### src/rtl/md_sequencer_if.sv
// Bundle of the control-unit facing signals of the multiply/divide sequencer:
// operation launch, abort, MTHI/MTLO writes, and the stall/complete/HI/LO returns.
interface md_sequencer_if #(
   parameter int W = 32
);
   logic         start;
   logic [1:0]   md_op;
   logic [W-1:0] rs_data;
   logic [W-1:0] rt_data;
   logic         flush;
   logic         hi_we;
   logic         lo_we;
   logic [W-1:0] wdata;
   logic         busy;
   logic         done;
   logic [W-1:0] hi;
   logic [W-1:0] lo;

   // Control unit side: issues operations and register writes.
   modport master (
      output start, md_op, rs_data, rt_data, flush, hi_we, lo_we, wdata,
      input  busy, done, hi, lo
   );

   // Sequencer side: owns HI/LO and the stall request.
   modport slave (
      input  start, md_op, rs_data, rt_data, flush, hi_we, lo_we, wdata,
      output busy, done, hi, lo
   );
endinterface

### src/rtl/md_sequencer.sv
// Multi-cycle MULT/MULTU/DIV/DIVU sequencer owning the HI/LO registers.
// Operands are reduced to magnitudes at launch, W unsigned shift-add or
// restoring-divide steps run in CALC, and the sign fix-up plus HI/LO write
// happen in FIX. busy stalls the pipeline from the launch cycle onward.
module md_sequencer #(
   parameter int W     = 32,
   parameter int CNT_W = 5
) (
   input logic          clk,
   input logic          rst,
   md_sequencer_if.slave bus
);

   typedef enum logic [1:0] {
      IDLE = 2'd0,
      CALC = 2'd1,
      FIX  = 2'd2
   } state_t;

   localparam logic [CNT_W-1:0] LAST_STEP = CNT_W'(W - 1);

   state_t           state;
   state_t           state_n;
   logic [CNT_W-1:0] cnt;
   logic [2*W-1:0]   acc;        // multiply: {partial product, multiplier}; divide: {remainder, quotient}
   logic [W-1:0]     opnd;       // multiplicand magnitude or divisor magnitude
   logic             is_div;
   logic             neg_main;   // negate product (multiply) or quotient (divide)
   logic             neg_rem;    // negate remainder (divide only)
   logic [W-1:0]     hi_q;
   logic [W-1:0]     lo_q;
   logic             busy;
   logic             done;

   // Launch-time operand preparation and per-step arithmetic.
   logic             op_signed;
   logic [W-1:0]     abs_rs;
   logic [W-1:0]     abs_rt;
   logic [W:0]       mul_sum;
   logic [2*W-1:0]   mul_next;
   logic [W:0]       rem_sh;
   logic             div_ge;
   logic [W-1:0]     rem_sub;
   logic [2*W-1:0]   div_next;
   logic [2*W-1:0]   prod_fix;
   logic [W-1:0]     quo_fix;
   logic [W-1:0]     rem_fix;

   assign bus.busy = busy;
   assign bus.done = done;
   assign bus.hi   = hi_q;
   assign bus.lo   = lo_q;

   // State register.
   always_ff @(posedge clk or posedge rst) begin
      // NOTE: sequential state uses non-blocking assignments so every flop samples pre-edge values.
      if (rst) state <= IDLE;
      else     state <= state_n;
   end

   // Next-state logic plus the stall request and completion pulse.
   always_comb begin
      // NOTE: every output gets a default first so no path leaves it unassigned (no latch).
      state_n = state;
      busy    = bus.start | (state != IDLE);
      done    = 1'b0;
      case (state)
         IDLE: if (bus.start && !bus.flush) state_n = CALC;
         CALC: begin
            if (bus.flush)              state_n = IDLE;
            else if (cnt == LAST_STEP)  state_n = FIX;
         end
         FIX: begin
            state_n = IDLE;
            done    = !bus.flush;
         end
         default: state_n = IDLE;
      endcase
   end

   // Operand magnitudes, one multiply/divide step, and the final sign fix-up.
   always_comb begin
      op_signed = ~bus.md_op[0];
      abs_rs    = (op_signed && bus.rs_data[W-1]) ? -bus.rs_data : bus.rs_data;
      abs_rt    = (op_signed && bus.rt_data[W-1]) ? -bus.rt_data : bus.rt_data;

      // Shift-add: add multiplicand to the upper half when the current multiplier bit is set,
      // then shift the whole accumulator right so the carry lands in the top bit.
      mul_sum  = {1'b0, acc[2*W-1:W]} + (acc[0] ? {1'b0, opnd} : {(W+1){1'b0}});
      mul_next = {mul_sum, acc[W-1:1]};

      // Restoring divide: remainder shifted left with the next dividend bit is W+1 bits wide.
      // Whenever the subtract happens the result is below the divisor, so W bits suffice.
      rem_sh   = acc[2*W-1:W-1];
      div_ge   = rem_sh >= {1'b0, opnd};
      rem_sub  = rem_sh[W-1:0] - opnd;
      div_next = {(div_ge ? rem_sub : rem_sh[W-1:0]), acc[W-2:0], div_ge};

      prod_fix = neg_main ? -acc : acc;
      quo_fix  = neg_main ? -acc[W-1:0] : acc[W-1:0];
      rem_fix  = neg_rem ? -acc[2*W-1:W] : acc[2*W-1:W];
   end

   // Datapath: MTHI/MTLO and launch in IDLE, one step per CALC cycle, HI/LO write ending FIX.
   always_ff @(posedge clk or posedge rst) begin
      if (rst) begin
         cnt      <= '0;
         acc      <= '0;
         opnd     <= '0;
         is_div   <= 1'b0;
         neg_main <= 1'b0;
         neg_rem  <= 1'b0;
         hi_q     <= '0;
         lo_q     <= '0;
      end else begin
         case (state)
            IDLE: begin
               if (bus.hi_we) hi_q <= bus.wdata;
               if (bus.lo_we) lo_q <= bus.wdata;
               if (bus.start && !bus.flush) begin
                  cnt     <= '0;
                  is_div  <= bus.md_op[1];
                  // A zero divisor leaves quotient all-ones and remainder = dividend magnitude;
                  // suppressing the quotient negate and keeping the remainder sign returns rs itself.
                  neg_main <= op_signed && (bus.rs_data[W-1] ^ bus.rt_data[W-1]) &&
                              (bus.rt_data != '0);
                  neg_rem  <= op_signed && bus.md_op[1] && bus.rs_data[W-1];
                  if (bus.md_op[1]) begin
                     opnd <= abs_rt;
                     acc  <= {{W{1'b0}}, abs_rs};
                  end else begin
                     opnd <= abs_rs;
                     acc  <= {{W{1'b0}}, abs_rt};
                  end
               end
            end
            CALC: begin
               cnt <= cnt + 1'b1;
               acc <= is_div ? div_next : mul_next;
            end
            FIX: begin
               if (!bus.flush) begin
                  if (is_div) begin
                     hi_q <= rem_fix;
                     lo_q <= quo_fix;
                  end else begin
                     hi_q <= prod_fix[2*W-1:W];
                     lo_q <= prod_fix[W-1:0];
                  end
               end
            end
            default: ;
         endcase
      end
   end

endmodule
### src/flat_wrapper.sv
// flat-port wrapper written by rule: the top's interface ports become plain ports
module md_sequencer_flat 
#(
   parameter int W     = 32,
   parameter int CNT_W = 5
)
  (clk, rst, bus_start, bus_md_op, bus_rs_data, bus_rt_data, bus_flush, bus_hi_we, bus_lo_we, bus_wdata, bus_busy, bus_done, bus_hi, bus_lo);
  md_sequencer_if #(.W(W)) bus_i ();
  input logic clk;
  input logic rst;
  input wire logic [$bits(bus_i.start)-1:0] bus_start;
  input wire logic [$bits(bus_i.md_op)-1:0] bus_md_op;
  input wire logic [$bits(bus_i.rs_data)-1:0] bus_rs_data;
  input wire logic [$bits(bus_i.rt_data)-1:0] bus_rt_data;
  input wire logic [$bits(bus_i.flush)-1:0] bus_flush;
  input wire logic [$bits(bus_i.hi_we)-1:0] bus_hi_we;
  input wire logic [$bits(bus_i.lo_we)-1:0] bus_lo_we;
  input wire logic [$bits(bus_i.wdata)-1:0] bus_wdata;
  output wire logic [$bits(bus_i.busy)-1:0] bus_busy;
  output wire logic [$bits(bus_i.done)-1:0] bus_done;
  output wire logic [$bits(bus_i.hi)-1:0] bus_hi;
  output wire logic [$bits(bus_i.lo)-1:0] bus_lo;
  assign bus_i.start = bus_start;
  assign bus_i.md_op = bus_md_op;
  assign bus_i.rs_data = bus_rs_data;
  assign bus_i.rt_data = bus_rt_data;
  assign bus_i.flush = bus_flush;
  assign bus_i.hi_we = bus_hi_we;
  assign bus_i.lo_we = bus_lo_we;
  assign bus_i.wdata = bus_wdata;
  assign bus_busy = bus_i.busy;
  assign bus_done = bus_i.done;
  assign bus_hi = bus_i.hi;
  assign bus_lo = bus_i.lo;
  md_sequencer #(.W(W), .CNT_W(CNT_W)) u_core (.clk(clk), .rst(rst), .bus(bus_i));
endmodule
### config.mk
export PLATFORM = sky130hd
export DESIGN_NAME = md_sequencer_flat
export DESIGN_NICKNAME = d
export VERILOG_FILES = /design/src/rtl/md_sequencer_if.sv /design/src/rtl/md_sequencer.sv /design/src/flat_wrapper.sv
export SDC_FILE = /design/constraint.sdc
export NUM_CORES = 1
export LEC_CHECK = 0
export CORE_ASPECT_RATIO = 1.2
export CORE_MARGIN = 2
export CORE_UTILIZATION = 45
export CTS_BUF_LIST = sky130_fd_sc_hd__clkbuf_16
export DETAILED_ROUTE_END_ITERATION = 16
export GPL_TIMING_DRIVEN = 0
export HOLD_SLACK_MARGIN = 0.08
export PLACE_DENSITY = 0.69
export RECOVER_POWER = 100
export SYNTH_ARGS = -nofsm -noshare
export SYNTH_HDL_FRONTEND = slang
export SYNTH_SLANG_ARGS = --single-unit
export TNS_END_PERCENT = 50
### constraint.sdc
create_clock -name clk -period 8.49 [get_ports clk]
set_clock_uncertainty 0.2 [all_clocks]
set_input_delay 0.849 -clock clk [delete_from_list [all_inputs] [get_ports clk]]
set_output_delay 0.849 -clock clk [all_outputs]
set_load 0.005 [all_outputs]
==> results of run 1 <==
-- state kept, by name, indices dropped and copies added, names as in the netlist, 2 cells and up --
signal         flops
u_core.acc        64
u_core.opnd       32
u_core.bus.lo     32
u_core.state       2
u_core.bus.hi     32
u_core.cnt         5
-- cell usage in the layout, fill, tap and decap left out, types with 19 or more instances in the layout --
| cell | n |
|---|---|
| inv_1 | 67 |
| o31ai_1 | 55 |
| or3_1 | 20 |
| dfrtp_1 | 170 |
| nor3_1 | 35 |
| a31oi_1 | 19 |
| clkbuf_1 | 109 |
| ha_1 | 70 |
| a211oi_1 | 50 |
| o21ai_0 | 178 |
| nor2_1 | 222 |
| clkdlybuf4s50_1 | 97 |
| a22oi_1 | 24 |
| a21o_1 | 31 |
| nand3_1 | 21 |
| a21oi_1 | 168 |
| o211ai_1 | 22 |
| nand2b_1 | 24 |
| xnor2_1 | 98 |
| dlygate4sd3_1 | 71 |
| mux2i_1 | 49 |
| nand2_1 | 194 |
| xor2_1 | 71 |
-- layer usage --
metal,GRT usage (%),vias up
li1,-,7153
met1,42.2,7441
met2,57.3,625
met3,3.48,113
met4,14.2,0
met5,0,-
-- worst max-delay path by stage --
stage,start,endpoint,slack [ps]
after CTS,u_core.acc[0],u_core.acc[62],3420
after floorplan,rst,u_core.acc[0],2840
final,u_core.acc[0],u_core.bus.hi[30],2480
after global placement,rst,u_core.opnd[29],270
after global routing,rst,u_core.opnd[28],1970
after detailed placement,bus_rs_data[2],u_core.acc[25],3420
-- critical path, stage by stage (launching register included) --
cell	delay [ps]
dfrtp_1	360
clkbuf_1	240
inv_1	210
clkbuf_1	530
ha_1	310
or3b_1	430
or4_1	540
clkbuf_1	190
o41ai_1	1400
nand4_4	260
nand2b_1	290
o41ai_1	390
xnor2_1	240
nor2_1	90
o31ai_1	210
-- synth_stat cells, drive strengths merged (4+ instances only) --
library cell	instances
a21o	31
dfrtp	170
a21oi	168
and2	7
o31a	4
o21a	8
a21boi	7
nand2	194
nor3	35
and3	16
a31oi	19
nor3b	4
nor2b	8
buf	14
or3	21
o21ai	178
a22oi	24
nand3	21
xnor2	98
and4	4
clkbuf	106
o41ai	11
o211ai	22
o21bai	10
or4	13
mux2i	49
nor4	12
ha	70
nand2b	24
or2	6
inv	67
xor2	71
mux2	5
nor2	222
a211oi	50
nand4	14
a221oi	8
o31ai	55
-- stage by stage --
stage                     setup WS [ps]  area [µm²]
after floorplan                    2840       14600
after global placement              274       16800
after CTS                          3420       17400
after global routing               1970       17300
final                              2480       17300
after detailed placement           3420       16800
-- power groups by stage --
| stage | sequential (µW) | clock, µW | combinational, µW |
|---|---|---|---|
| 2_1_floorplan | 1210 | 0 | 1930 |
| 3_3_place_gp | 1340 | 0 | 2690 |
| 3_5_place_dp | 1340 | 0 | 2720 |
| 4_1_cts | 1330 | 820 | 2740 |
| 5_1_grt | 1350 | 854 | 3020 |
| 6_report | 1330 | 823 | 2760 |
-- cell families (layout without fill, tap and decap cells) --
kind of cell               after synthesis  in the layout  share of synthesized area (%)
buffers and inverters                  187            388                           4.95
DFF                                    170            170                           29.1
muxes                                   54             54                           3.74
adders and majority gates               72             72                           6.27
and+or+nand+nor                        610            610                           19.1
AOI/OAI and AO/OA                      623            623                           26.7
xor gates and xnor gates               169            169                           10.1
-- layout make-up --
class / count / area, µm²
fill: 3139 / 14800
buffer: 120 / 463
inverter: 67 / 253
clock inverter: 15 / 169
multi-input combinational: 1528 / 9590
timing repair buffer: 169 / 1690
clock buffer: 17 / 425
sequential: 170 / 4250
tap: 407 / 509
==> flow_metrics.tcl, run 1 <==
set metrics [dict create \
    drive_above_1_share_pct 2.44 \
    core_area_mm2 0.0322 \
    met2_length_um 27800 \
    internal_power_uw 2550 \
    via_per_inst 6.15 \
    numCtsBuffers 17 \
    globalplace.congestion 1.01 \
    io_buffer_count 168 \
    synth.avg_cell_area_um2 7.75 \
    crit_path_end_kind "flop" \
    worstMarginPinSlew_ps 3320 \
    p_clk_share_pct 16.7 \
    slew_viol_final 181 \
    r2r_slack_ps 2480 \
    row_count 72 \
    p_leak_uw 0.00725 \
    dieHeight_um 201 \
    top_layer_used "met4" \
    yosysWarningCount 0 \
    period_share_pct 70.8 \
    yosys.cell_types.count 75 \
    grt_setup_unrepaired "false" \
    synth_top_area_share_pct 29.1 \
    r2r_end "u_core.bus.hi[30]" \
    dieWidth_um 169 \
    status "complete, but fails checks" \
    cp_data_required_time_ps 8640 \
    vdd_drop_max_uv 182 \
    cts_resized 0 \
    nNetsFinal 2249 \
    violations "max-capacitance violations, max-slew violations" \
    crit_arrival_ps 6160 \
    holdWs_ps 271 \
    grt_usage_pct 33.2 \
    initial_core_util_pct 45.4 \
    combinationalPowerShare_pct 56.2 \
    syn_inst 1885 \
    setup_viol 0 \
    setup_tns_ps 0 \
    power.density_mw_per_mm2 283 \
    synth_edf_count 0 \
    critical_path_class "reg2reg" \
    grt_max_degree 98 \
    synth.largest_area_cell "dfrtp_1" \
    clkSinkCount 170 \
    wl_met1_um 23200 \
    ys_seq_area_share_pct 29.1 \
    antenna_found_initial 0 \
    fin_util_pct 53.9 \
    fin_crit_ps 6010 \
    netSwitchingFraction_pct 48.1 \
    wire_per_inst_um 22.8 \
    cts_hold_buffers 0 \
    yosys-top-cells-area "dfrtp_1 (29%), o21ai_0 (6.0%), ha_1 (6.0%)" \
    startpoint_type "flop" \
    diodes 0 \
    grt_pass1_wl_um 86700 \
    placedCellCount 2461 \
    path_clk_slew_ps 70 \
    p_sw_uw 2360 \
    final_antenna_net_count 0 \
    hp-start "u_core.bus.lo[24]" \
    post_cts_buffers 0 \
    area_delta_synth_final_pct 18.7 \
    ys_ff_latch 170 \
    r2r_cells 14 \
    p_total_uw 4920 \
    routed_wl_um 56700 \
    dp_hpwl_um 45900 \
    relSlewSlack_pct -122 \
    async_flop_share_pct 100 \
    pwr-share-seq_pct 27.1 \
    drc 0 \
    hold_viol 0 \
    cts_tree "yes" \
    grt_pass1_vias 14800 \
    synth_flop_cell "dfrtp_1" \
    die_area_mm2 0.0339 \
    wl_met3_um 3220 \
    clk_latency_ps 440 \
    drtIter0Drc 1418 \
    synth_fp_nets 2061 \
    firstDrtPassIters 5 \
    min_to "u_core.bus.lo[24]" \
    fmax_ghz 0.166 \
    syn_area_mm2 0.0146 \
    grt-ovfl-total 0 \
    final-instance-count-excl-fill 2493 \
    cp_max_fo 10 \
    hp-class "reg2reg" \
    crit-reg2reg-launch "u_core.acc[0]" \
    clock_path_buffers 2 \
    via_count 15300 \
    io_pins 170 \
    h-tree-depth 4 \
    cts_root_buf "clkbuf_16" \
    min_path_cells 2 \
    drv_cap 3 \
]
Power figures use the tool's default switching activity.
==> run 2: changes to the inputs <==
--- a/config.mk
+++ b/config.mk
@@ -12,7 +12,7 @@
 export DETAILED_ROUTE_END_ITERATION = 16
 export GPL_TIMING_DRIVEN = 0
 export HOLD_SLACK_MARGIN = 0.08
-export PLACE_DENSITY = 0.69
+export PLACE_DENSITY = 0.72
 export RECOVER_POWER = 100
 export SYNTH_ARGS = -nofsm -noshare
 export SYNTH_HDL_FRONTEND = slang
==> constraint.sdc (replaced) <==
create_clock -name clk -period 5.5 [get_ports clk]
set_clock_uncertainty 0.2 [all_clocks]
set_input_delay 0.55 -clock clk [delete_from_list [all_inputs] [get_ports clk]]
set_output_delay 0.55 -clock clk [all_outputs]
set_load 0.005 [all_outputs]
==> flow_metrics.tcl, run 2 (synthesized netlist as in run 1, its figures left out) <==
set metrics [dict create \
    status "complete, but fails checks" \
    violations "max-capacitance violations, max-slew violations" \
    cp_data_required_time_ps 5660 \
    crit_arrival_ps 5380 \
    grt_usage_pct 32.2 \
    p_leak_uw 0.00725 \
    diodes 0 \
    vdd_drop_max_uv 276 \
    via_per_inst 6.16 \
    period_share_pct 94.9 \
    io_buffer_count 168 \
    grt_pass1_wl_um 84900 \
    dp_slack_ps 371 \
    hp-class "reg2reg" \
    dieWidth_um 169 \
    drc 0 \
    clock_path_buffers 2 \
    cp_max_fo 10 \
    final_cell_mix "nor2_1 (222), nand2_1 (194), o21ai_0 (177), dfrtp_1 (170), a21oi_1 (168)" \
    worstMarginPinSlew_ps 2840 \
    grt_setup_unrepaired "false" \
    slew_viol_final 173 \
    stdcell_area_mm2 0.0174 \
    top_register "u_core.acc" \
    drtIter0Drc 1500 \
    antenna_found_initial 0 \
    row_count 72 \
    critical_path_class "reg2reg" \
    h-tree-depth 4 \
    initial_core_util_pct 45.4 \
    die_area_mm2 0.0339 \
    clk_latency_ps 460 \
    fillers 3019 \
    netSwitchingFraction_pct 47.5 \
    grt-ovfl-total 0 \
    crit_path_end_kind "flop" \
    dieHeight_um 201 \
    routed_wl_um 54900 \
    fin_ws_ps 281 \
    largest_reg_flops 64 \
    placed_cell_area_mm2 0.0168 \
    cts_tree "yes" \
    combinationalPowerShare_pct 56.0 \
    p_total_uw 7570 \
    io_pins 170 \
    final_antenna_net_count 0 \
    cts_root_buf "clkbuf_16" \
    numCtsBuffers 17 \
    via_count 15300 \
    grt_pass1_vias 15000 \
    dp_hpwl_um 44100 \
    drive_above_1_share_pct 2.30 \
    post_cts_buffers 0 \
    startpoint_type "flop" \
    fin_crit_ps 5220 \
    wire_per_inst_um 22.0 \
    p_clk_share_pct 16.9 \
    firstDrtPassIters 6 \
    fmax_ghz 0.192 \
    power.density_mw_per_mm2 436 \
    relSlewSlack_pct -90.4 \
    grt_max_degree 109 \
    path_clk_slew_ps 70 \
    p_sw_uw 3600 \
    globalplace.congestion 0.994 \
    pwr-share-seq_pct 27.1 \
    area_delta_synth_final_pct 18.7 \
    core_area_mm2 0.0322 \
    nNetsFinal 2249 \
    final_common_cell "nor2_1" \
    internal_power_uw 3970 \
    setup_viol 0 \
    drv_cap 2 \
    hold_viol 0 \
    clkSinkCount 170 \
]
## run 2: cell count changes in the layout (fill, tap and decap cells not counted), sizes merged
cell	delta
bufinv	+1
clkdlybuf4s50	+1
clkinvlp	-1
dlygate4sd3	-1
inv	-2
## run 2: worst paths after layout
check                                     to  slack (ps)  cells past startpoint              start
min                        u_core.bus.hi[11]         280                      2  u_core.bus.hi[11]
max in group asynchronous    u_core.opnd[25]        1270                      3                rst
min reg2reg                u_core.bus.hi[11]         280                      2  u_core.bus.hi[11]
min in group asynchronous  u_core.bus.lo[11]        1160                      2                rst
max reg2reg                u_core.bus.hi[30]         280                     14      u_core.acc[0]
max                        u_core.bus.hi[30]         280                     14      u_core.acc[0]
## run 2: final cells by class
type / count / area, µm² / area share (%)
Clock inverter: 13 / 169 / 0.973
Tap cell: 407 / 509 / 2.93
Buffer: 120 / 463 / 2.67
Multi-Input combinational cell: 1528 / 9590 / 55.3
Clock buffer: 17 / 425 / 2.45
Sequential cell: 170 / 4250 / 24.5
Timing Repair Buffer: 169 / 1690 / 9.73
Inverter: 67 / 253 / 1.46
## run 2: metal layers
metal / global-route usage (%) / wire [µm]
met1: 40.5 / 22400
met5: 0 / 0
met4: 19.0 / 3440
met3: 4.46 / 3410
met2: 52.7 / 25700
## run 2: power groups by stage
stage / combinational [µW] / sequential (µW) / clock, µW
finish: 4240 / 2050 / 1280
global route: 4640 / 2080 / 1320
CTS: 4200 / 2040 / 1270
detailed placement: 4180 / 2060 / 0
global placement: 4120 / 2050 / 0
floorplan: 2980 / 1870 / 0
## run 2: critical path, cell delays in order, from the launching register on
cell and delay [ps]:
dfrtp_1 360, clkbuf_1 240, inv_1 220, clkbuf_1 570, ha_1 310, or3b_1 440
or4_1 540, clkbuf_1 210, o41ai_4 560, nand4_1 380, nand2b_1 290, o41ai_2 320
xnor2_1 220, nor2_1 80, o31ai_1 200
## run 2: through the flow
step / utilization, % / setup TNS (ps) / std cells / hold WS, ps
2_1_floorplan: - / 0 / 1885 / 249
3_3_place_gp: 52.3 / -381580 / 2460 / 262
3_5_place_dp: 52.4 / 0 / 2461 / 269
4_1_cts: 54.2 / 0 / 2491 / 285
5_1_grt: 54.0 / 0 / 2491 / 290
6_report: 54.0 / 0 / 2491 / 278
## run 2: repair_timing
item                                    in CTS  in global routing
resized for setup                            0                  1
hold buffers                                 0                  0
endpoints found under the setup margin       0                  1
==> run 3: changes to the inputs <==
--- a/config.mk
+++ b/config.mk
@@ -14,6 +14,7 @@
 export HOLD_SLACK_MARGIN = 0.08
 export PLACE_DENSITY = 0.72
 export RECOVER_POWER = 100
+export SKIP_CTS_REPAIR_TIMING = 1
 export SYNTH_ARGS = -nofsm -noshare
 export SYNTH_HDL_FRONTEND = slang
 export SYNTH_SLANG_ARGS = --single-unit
==> results of run 3 <==
The final DEF is identical to that of run 2; final timing and power are the same.
